**src/rtl/lane_traffic_controller.sv**
```systemverilog
// Lane traffic controller: a move-tick counter and a one-lane-per-cycle sweep.
// The optional LANE_SPEED_SCALING_EN macro lets i_Score shorten the tick period.
module lane_traffic_controller #(
    parameter int NB_LANES       = 4,
    parameter int X_WIDTH        = 10,
    parameter int STEP_WIDTH     = 3,
    parameter int H_VISIBLE_AREA = 640,
    parameter int TILE_SIZE      = 32,
    parameter int BASE_PERIOD    = 781250,
    parameter int CNT_WIDTH      = 20
) (
    input  logic                           i_Clk,
    input  logic                           i_Reset,
    input  logic                           i_Enable,
    input  logic [NB_LANES-1:0]            i_Reverse,
    input  logic                           i_Level_Up,
    input  logic [5:0]                     i_Score,
    input  logic [NB_LANES*STEP_WIDTH-1:0] i_Step,
    output logic [NB_LANES*X_WIDTH-1:0]    o_Car_X,
    output logic                           o_Tick,
    output logic                           o_Busy
);

    localparam int X_MAX = H_VISIBLE_AREA - TILE_SIZE;
    localparam int IDX_W = (NB_LANES > 1) ? $clog2(NB_LANES) : 1;

    localparam logic [CNT_WIDTH-1:0] P0 = CNT_WIDTH'(BASE_PERIOD);
    localparam logic [IDX_W-1:0]     LAST_IDX = IDX_W'(NB_LANES - 1);

    if ((NB_LANES * TILE_SIZE > X_MAX) || ((BASE_PERIOD >> 3) <= NB_LANES)) begin : g_bad_params
        $error("lane_traffic_controller: parameter constraints violated");
    end

    typedef enum logic {
        IDLE  = 1'b0,
        SWEEP = 1'b1
    } state_t;

    state_t                          r_State, next_state;
    logic [IDX_W-1:0]                r_Idx, next_idx;
    logic                            r_Pending, next_pending;
    logic                            start_sweep;
    logic [CNT_WIDTH-1:0]            r_Count;
    logic [CNT_WIDTH-1:0]            r_Period;
    logic                            tick_fire;
    logic [X_WIDTH-1:0]              r_X [NB_LANES];
    logic [NB_LANES-1:0]             r_Dir;
    logic [NB_LANES-1:0]             r_Snap_Dir;
    logic [NB_LANES*STEP_WIDTH-1:0]  r_Snap_Step;
    logic                            r_First;
    logic [X_WIDTH-1:0]              cur_x, new_x;
    logic [STEP_WIDTH-1:0]           cur_step;
    logic                            cur_dir;
    logic [X_WIDTH:0]                sum;

`ifdef LANE_SPEED_SCALING_EN
    localparam logic [CNT_WIDTH-1:0] P1 = CNT_WIDTH'(BASE_PERIOD >> 1);
    localparam logic [CNT_WIDTH-1:0] P2 = CNT_WIDTH'(BASE_PERIOD >> 2);
    localparam logic [CNT_WIDTH-1:0] P3 = CNT_WIDTH'(BASE_PERIOD >> 3);

    // Higher scores select a shorter tick period
    always_ff @(posedge i_Clk) begin
        if (i_Reset)               r_Period <= P0;
        else if (i_Score < 6'd4)   r_Period <= P0;
        else if (i_Score < 6'd7)   r_Period <= P1;
        else if (i_Score < 6'd10)  r_Period <= P2;
        else                       r_Period <= P3;
    end
`else
    logic unused_score;
    assign unused_score = ^i_Score;

    // Fixed tick period
    always_ff @(posedge i_Clk) begin
        r_Period <= P0;
    end
`endif

    assign tick_fire = i_Enable && (r_Count >= r_Period - 1'b1);

    // Tick counter advances only while enabled
    always_ff @(posedge i_Clk) begin
        if (i_Reset) begin
            r_Count <= '0;
            o_Tick  <= 1'b0;
        end else begin
            o_Tick <= tick_fire;
            if (i_Enable)
                r_Count <= tick_fire ? '0 : r_Count + 1'b1;
        end
    end

    // FSM state, sweep index and one-deep pending tick
    always_ff @(posedge i_Clk) begin
        if (i_Reset) begin
            r_State   <= IDLE;
            r_Idx     <= '0;
            r_Pending <= 1'b0;
        end else begin
            r_State   <= next_state;
            r_Idx     <= next_idx;
            r_Pending <= next_pending;
        end
    end

    // Next-state logic: ticks start sweeps, a tick mid-sweep is queued once
    always_comb begin
        next_state   = r_State;
        next_idx     = r_Idx;
        next_pending = r_Pending;
        start_sweep  = 1'b0;
        unique case (r_State)
            IDLE: begin
                if (tick_fire) begin
                    next_state  = SWEEP;
                    next_idx    = '0;
                    start_sweep = 1'b1;
                end
            end
            SWEEP: begin
                if (r_Idx == LAST_IDX) begin
                    if (r_Pending || tick_fire) begin
                        next_idx     = '0;
                        start_sweep  = 1'b1;
                        next_pending = r_Pending && tick_fire;
                    end else begin
                        next_state = IDLE;
                    end
                end else begin
                    next_idx = r_Idx + 1'b1;
                    if (tick_fire)
                        next_pending = 1'b1;
                end
            end
        endcase
    end

    // New position of the lane addressed by the sweep index
    always_comb begin
        cur_x    = r_X[r_Idx];
        cur_step = r_Snap_Step[r_Idx*STEP_WIDTH +: STEP_WIDTH];
        cur_dir  = r_Snap_Dir[r_Idx];
        sum      = {1'b0, cur_x} + (X_WIDTH+1)'(cur_step);
        new_x    = cur_x;
        if (cur_step == '0)
            new_x = cur_x;
        else if (!cur_dir)
            new_x = (sum >= (X_WIDTH+1)'(X_MAX)) ? '0 : sum[X_WIDTH-1:0];
        else if (cur_x == '0)
            new_x = X_WIDTH'(X_MAX);
        else if (cur_x < X_WIDTH'(cur_step))
            new_x = '0;
        else
            new_x = cur_x - X_WIDTH'(cur_step);
    end

    // Lane positions, committed directions and sweep snapshots
    always_ff @(posedge i_Clk) begin
        if (i_Reset) begin
            for (int k = 0; k < NB_LANES; k++)
                r_X[k] <= X_WIDTH'(k * TILE_SIZE);
            r_Dir       <= '0;
            r_First     <= 1'b1;
            r_Snap_Dir  <= '0;
            r_Snap_Step <= '0;
        end else begin
            r_First <= 1'b0;
            if (r_First || i_Level_Up)
                r_Dir <= i_Reverse;
            if (start_sweep) begin
                r_Snap_Dir  <= r_Dir;
                r_Snap_Step <= i_Step;
            end
            if (r_State == SWEEP)
                r_X[r_Idx] <= new_x;
        end
    end

    for (genvar k = 0; k < NB_LANES; k++) begin : g_pack
        assign o_Car_X[k*X_WIDTH +: X_WIDTH] = r_X[k];
    end

    assign o_Busy = (r_State == SWEEP);

endmodule
```
**config.mk**
```make
export PLATFORM = sky130hd
export DESIGN_NAME = lane_traffic_controller
export DESIGN_NICKNAME = d
export VERILOG_FILES = /design/src/rtl/lane_traffic_controller.sv
export SDC_FILE = /design/constraint.sdc
export NUM_CORES = 1
export LEC_CHECK = 0
export CAP_MARGIN = 20
export CELL_PAD_IN_SITES_DETAIL_PLACEMENT = 1
export CELL_PAD_IN_SITES_GLOBAL_PLACEMENT = 1
export CORE_MARGIN = 2
export CORE_UTILIZATION = 46
export CTS_CLUSTER_SIZE = 20
export DETAILED_ROUTE_END_ITERATION = 8
export PLACE_DENSITY = 0.86
export SLEW_MARGIN = 20
export SYNTH_ARGS = -nofsm -noshare
export SYNTH_HDL_FRONTEND = slang
export SYNTH_SLANG_ARGS = --single-unit
```
**constraint.sdc**
```tcl
create_clock -name i_Clk -period 8.2 [get_ports i_Clk]
set_input_delay 1.64 -clock i_Clk [delete_from_list [all_inputs] [get_ports i_Clk]]
set_output_delay 1.64 -clock i_Clk [all_outputs]
set_load 0.01 [all_outputs]
```
==> results of run 1 <==
==> metal layers <==
layer | vias up | global-route usage | share of wire
li1 | 1852 | - | -
met1 | 1927 | 0.297 | 0.39
met2 | 154 | 0.429 | 0.51
met3 | 38 | 0.0427 | 0.058
met4 | 0 | 0.0930 | 0.036
met5 | - | 0 | 0
==> final timing paths <==
| kind | startpoint | endpoint | cells past startpoint |
|---|---|---|---|
| worst max-delay path | flip-flop | r_X[0][1] | 10 |
| worst min-delay path | r_Dir[3] | r_Dir[3] | 2 |
| worst max register to register | flip-flop | r_X[0][1] | 10 |
| worst min register to register | r_Dir[3] | r_Dir[3] | 2 |
==> cell families (layout without fill, tap and decap cells) <==
| kind of cell | Yosys count | count (layout) | synth area share |
|---|---|---|---|
| AOI/OAI and AO/OA | 87 | 87 | 0.124 |
| muxes | 31 | 31 | 0.102 |
| and+or+nand+nor | 200 | 200 | 0.206 |
| buffers and inverters | 47 | 103 | 0.0398 |
| DFF | 88 | 88 | 0.456 |
| adders and majority gates | 12 | 12 | 0.0348 |
| xor gates and xnor gates | 20 | 20 | 0.0369 |
==> per-stage QoR <==
| step | setup slack (ns) | utilization | hold WS, ns |
|---|---|---|---|
| floorplan | 4.39 | - | 0.432 |
| global placement | 3.82 | 0.535 | 0.443 |
| detailed placement | 3.59 | 0.535 | 0.449 |
| CTS | 3.55 | 0.558 | 0.460 |
| global route | 3.31 | 0.559 | 0.477 |
| finish | 3.48 | 0.559 | 0.460 |
==> registers in the layout, indices dropped and copies added, names as in the netlist, 2 cells and up, named ones only <==
| signal | count |
|---|---|
| r_X | 40 |
| r_Count | 20 |
| r_Snap_Step | 12 |
| r_Dir | 4 |
| r_Snap_Dir | 4 |
| r_Idx | 2 |
==> report_power, final <==
group	switching (mW)	internal, mW
combinational	0.0375	0.0330
clock	0.168	0.193
sequential	0.00644	0.466
==> tightest hold or removal path: stages (launching register included) <==
cell     delay, ns
dfxtp_1       0.32
nand2_1       0.05
a21oi_1       0.05
==> layout by cell type (no fill, tap or decap), types with 2 or more instances in the layout <==
| cell type | count |
|---|---|
| dfxtp_1 | 48 |
| and3_1 | 3 |
| buf_4 | 2 |
| or4_1 | 2 |
| nand2_1 | 32 |
| clkdlybuf4s50_1 | 61 |
| o21ai_0 | 19 |
| nand4_1 | 4 |
| mux4_2 | 14 |
| a21oi_1 | 20 |
| a2111oi_0 | 2 |
| o2111ai_1 | 2 |
| nand2b_1 | 37 |
| nor3_1 | 14 |
| mux2i_1 | 17 |
| or3_1 | 7 |
| a31o_2 | 3 |
| edfxtp_1 | 40 |
| nor2_1 | 65 |
| a31oi_1 | 10 |
| o211ai_1 | 4 |
| xnor2_1 | 10 |
| inv_1 | 24 |
| o21bai_1 | 2 |
| nor4_1 | 3 |
| o31ai_1 | 3 |
| fa_1 | 2 |
| nor2b_1 | 6 |
| ha_1 | 10 |
| bufinv_16 | 2 |
| o311ai_0 | 2 |
| a21o_1 | 2 |
| clkbuf_8 | 9 |
| a221oi_1 | 3 |
| inv_6 | 2 |
| xor2_1 | 10 |
| nand3_1 | 22 |
==> final cells by class <==
type / instances / area (µm²)
fillers: 1152 / 4490
clock buffers: 11 / 153
repair buffers: 63 / 626
flip-flops and latches: 88 / 2160
well taps: 136 / 170
inverters: 24 / 90.1
clock inverters: 5 / 85.1
multi-input cells: 350 / 2410
==> impl_metrics.csv, run 1 <==
group,metric,value,unit
outcome,status,"complete, no violations",
setup_path,path_class,"reg2reg",
global_route,grt_pass1_wl,21400,µm
timing,tns,0,ns
global_route,antenna_found_initial,0,
setup_path,cp_cell_sequence,"mux4_2, ha_1, fa_1, nor2b_1, or4b_1, a2111oi_0, a211oi_1, o31ai_4, a31oi_1, nor3_1",
floorplan,fp.dieH,106,µm
yosys,ys_async_sr_fraction,0,
global_route,track_usage,0.244,
placement,place_hpwl,9690,µm
placement,postPlaceCellArea,5450,µm²
route,postRouteWirelength,13300,µm
setup_path,path_buf_inv,0,
route,ant_nets,0,
timing,period_minus_slack,4.72,ns
global_route,grt.overflow.total,0,
layout,drive_gt1_frac,0.0721,
timing,slew_viol_final,0,
job,cap_violations,0,
setup_path,cpMaxStageDelayCell,"dfxtp_1",
timing,tightest_slew,0.765,ns
yosys,yosys_warnings,0,
setup_path,cp_data_required_time,8.34,ns
setup_path,r2r_slack,3.48,ns
yosys,avgSynthCellArea,9.79,µm²
yosys,ys_ff_latch,88,
yosys,syn_nets,523,
global_route,grt_pass1_vias,4151,
setup_path,slowest_delay,0.79,ns
layout,fin_nets,574,
yosys,synth_top_area_frac,0.253,
placement,place_congestion,0.848,
floorplan,ios,68,
route,wl_per_cell,19.7,µm
floorplan,dieArea,11100,µm²
clocking,ctsResizeCount,0,
yosys,yosysSeqAreaShare,0.456,
yosys,synth_ff_type,"dfxtp_1",
setup_path,worstSetupEndpointType,"flip-flop",
floorplan,core-area,10200,µm²
route,first_pass_iters,5,
timing,finClkSkew,0.0172,ns
setup_path,crit_family,"compound AO/OA/AOI/OAI gates",
yosys,synth_area_leaders,"edfxtp_1 (25%), dfxtp_1 (20%), mux4_2 (6.6%), nor2_1 (5.1%), nand2b_1 (4.9%)",
timing,rsz0062_at_grt,"no",
clocking,cts_tree,"yes",
clocking,clk_pin_slew,0.09,ns
setup_path,cp-start-kind,"flip-flop",
timing,hold_viol_final,0,
floorplan,fp-row-count,37,
timing,finalCritPeriodShare,0.575,
clocking,cts_sinks,88,
floorplan,die_x,106,µm
global_route,grt_max_degree,50,
clocking,numCtsBuffers,9,
clocking,cts_root_buffer,"clkbuf_8",
clocking,cts_setup_buffers,0,
clocking,cts_max_path_buffers,2,
clocking,clk_latency,0.36,ns
route,route.detailed.drc,0,
route,via_per_inst,5.87,
yosys,synth.cell_area,4750,µm²
clocking,hold_buffers,0,
yosys,yosysMostFrequentCell,"nor2_1",
yosys,ys_top_cells_by_count,"nor2_1 (65), dfxtp_1 (48), edfxtp_1 (40), nand2b_1 (37), nand2_1 (32)",
yosys,ys_types,55,
floorplan,initial_core_util,0.466,
yosys,synth-edff-count,40,
pwr,p_leak,1.92,nW
yosys,yosysTopAreaCell,"edfxtp_1",
placement,dp.cells,661,
setup_path,cp_max_fo,10,
layout,fin_cells,677,
layout,final_area,5690,µm²
setup_path,cp.arrival,4.85,ns
worst_hold_path,hp-class,"reg2reg",
pwr,powerDensity,159,nW/µm²
timing,setup-violations-final,0,
placement,port_buffers,61,
layout,diodes,0,
yosys,netlist_instances,485,
pwr,peakVddDrop,0.104,mV
timing,maxSlewHeadroom,0.490,
clocking,cts_max_level,3,
route,vias,3971,
timing,max_freq,212,MHz
layout,area_growth,19.9,%
pwr,p_total,0.904,mW
route,drtIter0Drc,178,
Power figures use the tool's default switching activity.
==> inputs of run 2 (changes only) <==
- CORE_UTILIZATION: 46 -> 38
- PLACE_DENSITY: 0.86 -> 0.76
- clock period: 8.2 -> 4.29 ns (I/O delays scaled with it)
==> run 2 against run 1 <==
Effect of this change:
- maximum frequency is 14% higher
- critical path depth is 2 higher
- sequential power is 92% higher
- worst hold slack hardly changed
- combinational power is 96% higher
- clock skew is 0.0088 ns lower
- via count is 0.28% lower
- core utilization is 7.1 points lower
- first-iteration DRC count is 18% higher
==> impl_metrics.csv, run 2 (same netlist as run 1, synthesis figures left out) <==
group,metric,value,unit
layout,layout_common_cells,"nor2_1 (65), clkdlybuf4s50_1 (61), dfxtp_1 (46)",
pwr,p_switching,0.420,mW
placement,dp.cells,701,
global_route,grt_pass1_wl,21300,µm
timing,tightest_slew,0.736,ns
setup_path,cp-startpoint,"r_Idx[0]",
route,postRouteWirelength,13100,µm
layout,fillCellCount,1394,
pwr,peakVddDrop,0.206,mV
global_route,grt_max_degree,49,
layout,fin_nets,585,
clocking,cts_max_level,3,
floorplan,dieArea,13400,µm²
layout,reg.largest.list,"r_X: 40 flops, r_Count: 20 flops, r_Snap_Step: 12 flops",
placement,port_buffers,61,
floorplan,core-area,12100,µm²
global_route,grt.overflow.total,0,
route,drtIter0Drc,210,
setup_path,path_class,"reg2reg",
setup_path,cp_data_required_time,4.47,ns
setup_path,r2r_slack,0.16,ns
floorplan,fp-row-count,40,
clocking,clk_pin_slew,0.07,ns
route,route.detailed.drc,0,
setup_path,crit_top_cell,"buf_4",
route,ant_nets,0,
layout,mostFrequentLayoutCell,"nor2_1",
placement,post-place-ws,0.213,ns
route,via_per_inst,5.50,
route,vias,3960,
timing,finalCritPeriodShare,0.962,
worst_hold_path,hp-class,"reg2reg",
global_route,antenna_found_initial,0,
clocking,cts_max_path_buffers,2,
setup_path,r2r-start,"r_Idx[0]",
pwr,powerDensity,320,nW/µm²
clocking,numCtsBuffers,9,
timing,setup-violations-final,0,
setup_path,worstSetupEndpointType,"flip-flop",
setup_path,r2r_end,"r_X[1][3]",
timing,tns,0,ns
timing,hold_viol_final,0,
setup_path,reg2regPathDepth,12,
timing,max_freq,242,MHz
route,wl_per_cell,18.2,µm
pwr,p_total,1.89,mW
setup_path,cpMaxStageDelayCell,"mux4_2",
floorplan,initial_core_util,0.392,
layout,multiInputGateArea,2410,µm²
pwr,switching_share,0.222,
timing,fin_ws,0.165,ns
pwr,p_leak,2.02,nW
pwr,internal_power,1.47,mW
placement,place_hpwl,9320,µm
clocking,clk_latency,0.34,ns
clocking,cts_tree,"yes",
layout,area_growth,24.6,%
timing,fin_hold_ws,0.460,ns
layout,largest_register,"r_X",
setup_path,cp_max_fo,9,
global_route,track_usage,0.205,
setup_path,cp_cell_sequence,"buf_4, mux4_2, fa_1, nor2b_1, or4b_1, a2111oi_1, a211oi_2, o31ai_4, buf_4, buf_4, a31oi_1, nor2_1",
floorplan,die_x,116,µm
timing,slew_viol_final,0,
clocking,hold_buffers,0,
setup_path,slowest_delay,0.59,ns
worst_hold_path,min_path_cells,2,
timing,maxSlewHeadroom,0.509,
outcome,status,"complete, no violations",
floorplan,ios,68,
route,first_pass_iters,4,
timing,period_minus_slack,4.13,ns
pwr,p_comb_frac,0.073,
layout,diodes,0,
setup_path,cp-start-kind,"flip-flop",
layout,seqCellArea,2160,µm²
layout,fin_cells,720,
setup_path,cp.arrival,4.31,ns
floorplan,fp.dieH,116,µm
job,cap_violations,0,
clocking,cts_root_buffer,"clkbuf_16",
global_route,grt_pass1_vias,4128,
layout,drive_gt1_frac,0.0978,
pwr,p_clk_frac,0.450,
placement,place_congestion,0.878,
setup_path,endpoint,"r_X[1][3]",
pwr,seq_power_share,0.477,
layout,largest_register_ffs,40,
clocking,cts_sinks,88,
timing,finClkSkew,0.00840,ns
-- run 2: cell types whose count changed in the layout (fill, tap and decap cells not counted), moves of 2 or more --
cell       previous run  this run
buf_4                 2        13
dfxtp_1              48        46
dfxtp_2               0         2
clkinv_4              0         2
clkbuf_8              9         0
clkbuf_16             1         9
-- run 2: area by class of cell --
| class | count | share of cell area |
|---|---|---|
| Clock buffer | 9 | 0.0381 |
| Multi-Input combinational cell | 350 | 0.407 |
| Timing Repair Buffer | 74 | 0.120 |
| Sequential cell | 88 | 0.366 |
| Tap cell | 168 | 0.0355 |
| Inverter | 24 | 0.0152 |
| Clock inverter | 7 | 0.0180 |
-- run 2: critical path, delay by kind of cell (launching register included) --
| kind | cells | cell delay [ns] |
|---|---|---|
| multiplexers | 1 | 0.59 |
| adder cells (fa/ha/maj) | 1 | 0.48 |
| AND/OR/NAND/NOR | 3 | 0.86 |
| buffers and inverters | 3 | 0.48 |
| AO/OA/AOI/OAI | 4 | 1.11 |
| flip-flops | 1 | 0.45 |
-- run 2: worst min-delay path by stage --
stage,slack [ns],endpoint,from
3_5_place_dp,0.45,r_Dir[3],r_Dir[3]
3_3_place_gp,0.45,r_Dir[2],r_Dir[2]
5_1_grt,0.49,r_Snap_Dir[3],r_Dir[3]
4_1_cts,0.46,r_Dir[3],r_Dir[3]
2_1_floorplan,0.43,r_Dir[0],r_Dir[0]
6_report,0.46,r_Dir[3],r_Dir[3]
-- run 2: metrics by stage --
step	cell area, µm²	util
after floorplan	4750	-
after global placement	5550	0.458
after detailed placement	5550	0.458
after CTS	5880	0.485
after global routing	5910	0.488
final	5910	0.488
-- run 2: repair_timing --
item,4_1_cts,5_1_grt
resized for setup,0,5
setup endpoints to repair,0,27
setup buffers,0,3
-- run 2: layer usage --
layer  GRT usage  vias to the layer above  part of all wire
li1            -                     1867                 -
met1       0.262                     1944              0.43
met2       0.358                      127              0.49
met3      0.0403                       22             0.050
met4      0.0556                        0             0.025
met5           0                        -                 0
-- run 2: power groups by stage --
stage | Sequential (mW) | Combinational, mW | Clock [mW]
after global placement | 0.921 | 0.131 | 0
final | 0.904 | 0.138 | 0.854
after floorplan | 0.925 | 0.0652 | 0
after global routing | 0.905 | 0.150 | 0.908
after detailed placement | 0.922 | 0.135 | 0
after CTS | 0.904 | 0.136 | 0.875
==> inputs of run 3 (changes only) <==
- SLEW_MARGIN: 20 -> unset
==> results of run 3 <==
No change in the layout: final DEF, timing and power equal those of run 2.
